`src/rtl/apb_regfile_param.sv`:
```
// Parametrised host-accessible register file.
// Each register is RW, RO (hardware-loaded) or W1C (hardware-set, host-cleared).
// The host gets a registered read-data valid strobe and an error pulse for bad
// addresses. irq is the registered OR of all W1C register bits.
module apb_regfile_param #(
  parameter int                             DATA_WIDTH   = 32,
  parameter int                             ADDR_WIDTH   = 32,
  parameter int                             NUM_REGS     = 16,
  parameter int                             NBYTES       = DATA_WIDTH / 8,
  parameter logic [NUM_REGS-1:0]            RO_MASK      = '0,
  parameter logic [NUM_REGS-1:0]            W1C_MASK     = '0,
  parameter logic [NUM_REGS*DATA_WIDTH-1:0] RESET_VALUES = '0
) (
  input  logic                           clk,
  input  logic                           rst,
  input  logic [ADDR_WIDTH-1:0]          addr,
  input  logic                           read_en,
  input  logic                           write_en,
  input  logic [NBYTES-1:0]              byte_strobe,
  input  logic [DATA_WIDTH-1:0]          wdata,
  output logic [DATA_WIDTH-1:0]          rdata,
  output logic                           rdata_valid,
  output logic                           err,
  input  logic [NUM_REGS-1:0]            hw_wr_en,
  input  logic [NUM_REGS*DATA_WIDTH-1:0] hw_wdata,
  input  logic [NUM_REGS*DATA_WIDTH-1:0] hw_set,
  output logic [NUM_REGS*DATA_WIDTH-1:0] reg_out,
  output logic                           irq
);

  localparam int IDX_W  = (NUM_REGS > 1) ? $clog2(NUM_REGS) : 1;
  localparam int WORD_W = ADDR_WIDTH - 2;

  logic [WORD_W-1:0]     w_word;
  logic [IDX_W-1:0]      w_idx;
  logic                  w_addr_ok;
  logic [DATA_WIDTH-1:0] w_bmask;
  logic [DATA_WIDTH-1:0] w_regs [NUM_REGS];
  logic [DATA_WIDTH-1:0] w_rd_word;
  logic [NUM_REGS-1:0]   w_wr_hit;
  logic [NUM_REGS-1:0]   w_w1c_nz;

  logic [DATA_WIDTH-1:0] r_rdata;
  logic                  r_rdata_valid;
  logic                  r_err;
  logic                  r_irq;

  // The whole word address (not just the index field) is compared against
  // NUM_REGS, so any stray high address bit makes the access invalid.
  assign w_word    = addr[ADDR_WIDTH-1:2];
  assign w_idx     = w_word[IDX_W-1:0];
  assign w_addr_ok = (addr[1:0] == 2'b00) && (w_word < WORD_W'(NUM_REGS));

  genvar gi;

  for (gi = 0; gi < NBYTES; gi++) begin : g_bmask
    assign w_bmask[gi*8 +: 8] = {8{byte_strobe[gi]}};
  end

  for (gi = 0; gi < NUM_REGS; gi++) begin : g_reg
    localparam logic IS_RO  = RO_MASK[gi];
    localparam logic IS_W1C = W1C_MASK[gi] & ~RO_MASK[gi];

    logic [DATA_WIDTH-1:0] r_val;

    assign w_wr_hit[gi] = write_en && w_addr_ok && (w_idx == IDX_W'(gi));
    assign w_regs[gi]   = r_val;
    assign reg_out[gi*DATA_WIDTH +: DATA_WIDTH] = r_val;

    if (IS_RO) begin : g_ro
      logic w_unused_ro;
      assign w_unused_ro  = ^{hw_set[gi*DATA_WIDTH +: DATA_WIDTH], w_wr_hit[gi]};
      assign w_w1c_nz[gi] = 1'b0;

      // Read-only: only the hardware load strobe can change the value.
      always_ff @(posedge clk) begin
        if (rst)
          r_val <= RESET_VALUES[gi*DATA_WIDTH +: DATA_WIDTH];
        else if (hw_wr_en[gi])
          r_val <= hw_wdata[gi*DATA_WIDTH +: DATA_WIDTH];
      end
    end else if (IS_W1C) begin : g_w1c
      logic w_unused_w1c;
      assign w_unused_w1c = ^{hw_wr_en[gi], hw_wdata[gi*DATA_WIDTH +: DATA_WIDTH]};
      assign w_w1c_nz[gi] = |r_val;

      // Write-1-to-clear; the hardware set is OR-ed after the clear so it wins.
      always_ff @(posedge clk) begin
        if (rst)
          r_val <= RESET_VALUES[gi*DATA_WIDTH +: DATA_WIDTH];
        else
          r_val <= (r_val & ~(w_wr_hit[gi] ? (wdata & w_bmask) : '0))
                 | hw_set[gi*DATA_WIDTH +: DATA_WIDTH];
      end
    end else begin : g_rw
      logic w_unused_rw;
      assign w_unused_rw  = ^{hw_wr_en[gi], hw_wdata[gi*DATA_WIDTH +: DATA_WIDTH],
                              hw_set[gi*DATA_WIDTH +: DATA_WIDTH]};
      assign w_w1c_nz[gi] = 1'b0;

      // Plain read/write register with byte-lane merge.
      always_ff @(posedge clk) begin
        if (rst)
          r_val <= RESET_VALUES[gi*DATA_WIDTH +: DATA_WIDTH];
        else if (w_wr_hit[gi])
          r_val <= (r_val & ~w_bmask) | (wdata & w_bmask);
      end
    end
  end

  // Read mux over all registers; out-of-range indices return zero.
  always_comb begin
    w_rd_word = '0;
    for (int i = 0; i < NUM_REGS; i++) begin
      if (w_idx == IDX_W'(i))
        w_rd_word = w_regs[i];
    end
  end

  // Host response: reads sample pre-write contents, bad accesses raise err.
  always_ff @(posedge clk) begin
    if (rst) begin
      r_rdata       <= '0;
      r_rdata_valid <= 1'b0;
      r_err         <= 1'b0;
    end else begin
      r_rdata_valid <= read_en;
      r_err         <= (read_en | write_en) & ~w_addr_ok;
      if (read_en)
        r_rdata <= w_addr_ok ? w_rd_word : '0;
    end
  end

  // Interrupt follows W1C contents with one cycle of latency.
  always_ff @(posedge clk) begin
    if (rst)
      r_irq <= 1'b0;
    else
      r_irq <= |w_w1c_nz;
  end

  assign rdata       = r_rdata;
  assign rdata_valid = r_rdata_valid;
  assign err         = r_err;
  assign irq         = r_irq;

endmodule

```
`config.mk`:
```
export PLATFORM = sky130hd
export DESIGN_NAME = apb_regfile_param
export DESIGN_NICKNAME = d
export VERILOG_FILES = /design/src/rtl/apb_regfile_param.sv
export SDC_FILE = /design/constraint.sdc
export NUM_CORES = 1
export LEC_CHECK = 0
export ABC_AREA = 1
export ABC_CLOCK_PERIOD_IN_PS = 1990
export CORE_AREA = 2 2 638 640
export CTS_BUF_LIST = sky130_fd_sc_hd__clkbuf_8
export DETAILED_ROUTE_END_ITERATION = 8
export DIE_AREA = 0 0 640 642
export PLACE_DENSITY = 0.3
export SYNTH_ARGS = -nofsm -noshare
export SYNTH_HDL_FRONTEND = slang
export SYNTH_SLANG_ARGS = --single-unit
```
`constraint.sdc`:
```
create_clock -name clk -period 1.99 [get_ports clk]
set_input_delay 0.2985 -clock clk [delete_from_list [all_inputs] [get_ports clk]]
set_output_delay 0.2985 -clock clk [all_outputs]
set_load 0.005 [all_outputs]
```
# Word level (Yosys, flattened, before mapping)
# Cells that the tools add are included.
# classes
n_lt_le_gt_ge	1
n_eq_ne	15
muxes	17
bitwise	37
reduce_logical	20
# op_table
cell	count
32-bit AND	17
32-bit two-way mux	17
32-bit OR	16
4-bit equality test, second input constant	8
32-bit NOT	1
30-bit by 5-bit less-than comparator with 1-bit output, second input constant	1
1-bit logical AND	18
4-bit by 3-bit equality test with 1-bit output, second input constant	4
4-bit by 2-bit equality test with 1-bit output, second input constant	2
4-bit by 1-bit equality test with 1-bit output, second input constant	1
4-bit zero test	1
2-bit zero test	1
1-bit AND	1
1-bit NOT	1
1-bit OR	1
# word_totals
regBits	546
input_bits	1112
out_inout_bits	547
wordCells	109

# Depth between registers and ports, before layout
# Gate-level depths: netlist of the first run.
# depth
ltp_word	18
depth_mapped	15
mapped_depth_nobuf	15

# Least setup slack after synthesis of the first run
# Ideal clock, no wire load.
# synth_path
path_kind	input port to flip-flop
start	input port addr[0]
end	register with a tool-made name
setup_time_ps	70
arrival_ps	1793
required_time_ps	1920
slack_ps	126
path_stages	10
path_buffers	3
path_cell_list	nor4_1 nand3_1 nor2_2 nand2_2 buf_6 nor2_1 buf_4 buf_4 nand3_1 a21oi_1
# synth_rtl
item	line	source
start, declared	16	input logic [ADDR_WIDTH-1:0] addr,

# Worst setup path in the final report of the first run
# layout_path
start	input port addr[2]
end	register r_rdata[0] (netlist: rdata[0])
# layout_between
elab_chain_len	18
word_cells_on_any_way	35
classes_between	order compare: 1; eq/ne: 15; mux: 17; reduce/logical: 2
# layout_rtl
item	line	source
4-bit zero test	115	if (w_idx == IDX_W'(i))
32-bit two-way mux (16 in a row)	115	
32-bit two-way mux *	130	r_rdata <= w_addr_ok ? w_rd_word : '0;
end signal, assigned	130	
end, declared	43	logic [DATA_WIDTH-1:0] r_rdata;
# Mark *: on every way between the ends. The rest lies on a longest branch, timed or not.
# A chain may end at the register's enable or synchronous reset.

==> metrics.txt, run 1 <==
clk buf depth 3; RSZ-0062 raised after global routing true; DR WL/cell 21.6 um; GP Congestion 0.848; layout cell share with drive strength beyond 1 between 30% and 40%; placed cell area 41,200 sq um; Detail Route Antenna Nets 0; core box area roughly 400,000 sq um; switching share of total power 29.1%; Worst Path Required about 2800 ps; crit path time final 2010 ps; failing checks negative setup slack; GRT busiest layer met2; leakage power 16.5 nW; Cell Chain, Critical Path dlygate4sd2_1 > buf_12 > inv_1 > nor2_4 > buf_12 > buf_4 > nand3_1 > nand2_1 > nor2_1 > nand3_1 > nand2_1 > nand4_1 > nor2_2 > nand4_1 > nand2_1 > nand2_1 > nand2_1 > a21oi_1; reg2reg setup slack 40 ps; Remaining DRCs 0; initial antenna violation count 26; switching pwr 7.40 mW; Crit path buffers/inverters 5; VDD IR-drop max 0.500 mV; M3 GR Usage between 2 and 3%; CP max-delay cell nand4_1; cell taking the most area after synthesis dfxtp_1; critical path's most frequent cell nand2_1; sequential fraction of the synthesis area 45.7%; placed wire-length estimate 179,000 um; Tcrit/Tclk final 101%; pre-CTS setup slack -1290 ps; Root Driver clkbuf_8; Slew Limit Fails 0; Fin. Hold Viols 0; CP Class input port to register; vias in the first global route 29,270; crit path capture type register; CTS Buf Count between 100 and 150; Data arrival, critical path 2770 ps; die area roughly 400,000 sq um; fin area 44,800 sq um; Yosys cell types 24; largest cells by area after synthesis dfxtp_1 46%, nand2_1 13%, a21oi_1 10%; IO buf count between 600 and 700; Worst setup endpoint rdata[0]; CP startpoint kind input port; pwr/cell area 568 nW/um^2; total global routing overflow 0; setup ws final -15.9 ps; endpoints failing setup 1; #FFs+latches synth 546; Syn Area/Cell between 7 and 8 sq um; CP Depth 18; synth warn 0; met2 usage 17.0%; R2R depth 12; TritonCTS clock tree yes; first-pass detailed-route iteration total 6; clock sinks between 500 and 600; Layout Skew 88.0 ps; Setup crit start addr[2]; Worst slew margin 62.5%; met1 Use GR 12.4%; die height 642 um; CP max FO 11; Hold/Removal Path Class input port to register; H-tree Lvls 3; clock group share of total power around half; num rows 234; Worst path top cell family by delay simple AND/OR/NAND/NOR gates; clk_lat worst skew 880 ps; sequential power share approximately 42%; first-pass GRT wire length 283,000 um; I/O pin count 1,659; Nets 5,567; combinational share of power 7.7%; Max Cap Viol 0; pin count of the biggest net entering global routing 70; Cell Area, Synth 23,900 sq um; clk slew on worst S/H paths 60 ps; Gate Count Post-Synth about 3,400; Int Pwr 18.0 mW; reg2reg end rdata[16]; vias about 29,000; Syn Nets approximately 4,500; GRT Util Overall between 10 and 15%; crit-path max cell delay 290 ps; highest clock rate 499 MHz; Total Wirelength between 200,000 and 250,000 um; 1st-iter DRT viols 2,225; Via density approximately 2.9; Starting Density 5.92%; Horiz. Die Dim 640 um; Syn-to-layout area delta 87.4%; area share of the largest cell type after synthesis between 40 and 50%; Least-Margin Pin Slew 562 ps; run status complete, but fails checks
through the flow:
| stage | power, mW | std cells | setup TNS (ps) | util [%] | hold slack, ps |
|---|---|---|---|---|---|
| 6_report | 25.5 | 9981 | -15.9 | 11.1 | 151 |
| 5_1_grt | 26.5 | 9971 | -43.2 | 11.1 | 147 |
| 4_1_cts | 26.1 | 9969 | -412 | 11.0 | 92.0 |
| 3_5_place_dp | 13.1 | 9696 | -413820 | 10.2 | 461 |
| 3_3_place_gp | 13.1 | 9696 | -411570 | 10.2 | 459 |
| 2_1_floorplan | 11.8 | 3404 | 0 | - | 461 |
Yosys cell counts:
cell	number
buf_2	24
conb_1	1
a211oi_1	159
nor2_2	5
inv_2	2
nor3_4	4
nor3_1	1
nor3_2	2
buf_6	1
clkinv_1	2
buf_4	17
nand4_1	81
clkbuf_1	229
nor2_1	298
nor4_1	7
inv_1	194
nand2_1	823
nand3_1	473
nor2_4	4
buf_1	27
a21oi_1	477
nand2_2	9
dfxtp_1	546
o21ai_0	18
layout by cell type (no fill, tap or decap), types with 2 or more instances in the layout:
master           instances
nand2_1                787
a21oi_1                476
buf_4                  445
nand3_1                434
dlygate4sd2_1          293
dfxtp_1                275
nor2_1                 245
inv_1                  226
a211oi_1               159
dfxtp_2                155
clkbuf_8               140
buf_12                 120
dfxtp_4                116
buf_2                  110
buf_6                   83
nand4_1                 81
clkdlybuf4s15_2         76
clkdlybuf4s50_1         49
nand2_2                 40
nand3_2                 35
clkdlybuf4s15_1         33
nor2_2                  31
nor2_4                  31
dlygate4sd3_1           19
o21ai_0                 18
clkinv_2                17
diode_2                 13
inv_2                    8
nor4_1                   5
nand2_4                  5
nor3_4                   5
nand3_4                  4
inv_12                   4
nor4_2                   2
clkinv_16                2
bufinv_16                2
buf_8                    2
power groups by stage:
stage / Clock (mW) / Combinational (mW) / Sequential, mW
after detailed placement: 0 / 1.97 / 11.2
final: 12.7 / 1.96 / 10.8
after global routing: 13.6 / 2.07 / 10.8
after floorplan: 0 / 0.635 / 11.2
after global placement: 0 / 1.97 / 11.2
after CTS: 13.3 / 2.02 / 10.8
worst min-delay path by stage:
stage | from | to | slack (ps) | cells past startpoint
final | addr[1] | err | 150 | 6
after global routing | addr[1] | err | 150 | 6
after CTS | wdata[31] | register | 90 | 4
after detailed placement | rdata[17] | rdata[17] | 460 | 2
after global placement | rdata[20] | rdata[20] | 460 | 2
after floorplan | rdata[0] | rdata[0] | 460 | 2
layer usage:
layer	up-vias	part of all wire, %
met1	14473	42
met4	2	3.8
met2	1073	47
li1	13548	-
met3	255	7.3
met5	-	0.0060
layout make-up:
class | count | area [sq um]
clock inverters | 62 | 409
clock buffers | 140 | 1930
repair buffers | 1232 | 11700
flip-flops and latches | 546 | 11600
diodes | 13 | 32.5
inverters | 198 | 743
well taps | 5428 | 6790
fillers | 46937 | 360000
multi-input cells | 2362 | 11700
tightest hold or removal path, stage by stage:
cell            delay (ps)
dlymetal6s2s_1         210
nor4_2                  80
nand4_1                100
nor2_2                  50
buf_4                  120
nor3_1                 110
kinds of logic (layout without fill, tap and decap cells):
| kind of cell | count (synthesis) | after routing | share of synthesized area [%] |
|---|---|---|---|
| and+or+nand+nor | 1707 | 1707 | 30.7 |
| buffers and inverters | 496 | 1632 | 8.21 |
| AOI/OAI and AO/OA | 654 | 654 | 15.3 |
| DFF | 546 | 546 | 45.7 |
| other | 1 | 14 | 0.0157 |
what timing repair did:
item	in CTS	in global routing
setup endpoints to repair	568	149
buffers inserted	56	3
hold endpoints to repair	270	0
pin swaps	70	66
hold buffers	19	0
gates resized for setup	1688	45
Power figures use the tool's default switching activity.
==> run 2: changes to the inputs <==
--- a/config.mk
+++ b/config.mk
@@ -12,6 +12,7 @@
 export DETAILED_ROUTE_END_ITERATION = 8
 export DIE_AREA = 0 0 640 642
 export PLACE_DENSITY = 0.3
+export SLEW_MARGIN = 20
 export SYNTH_ARGS = -nofsm -noshare
 export SYNTH_HDL_FRONTEND = slang
 export SYNTH_SLANG_ARGS = --single-unit
==> results of run 2 <==
Final layout, timing and power as in run 1 (identical DEF).
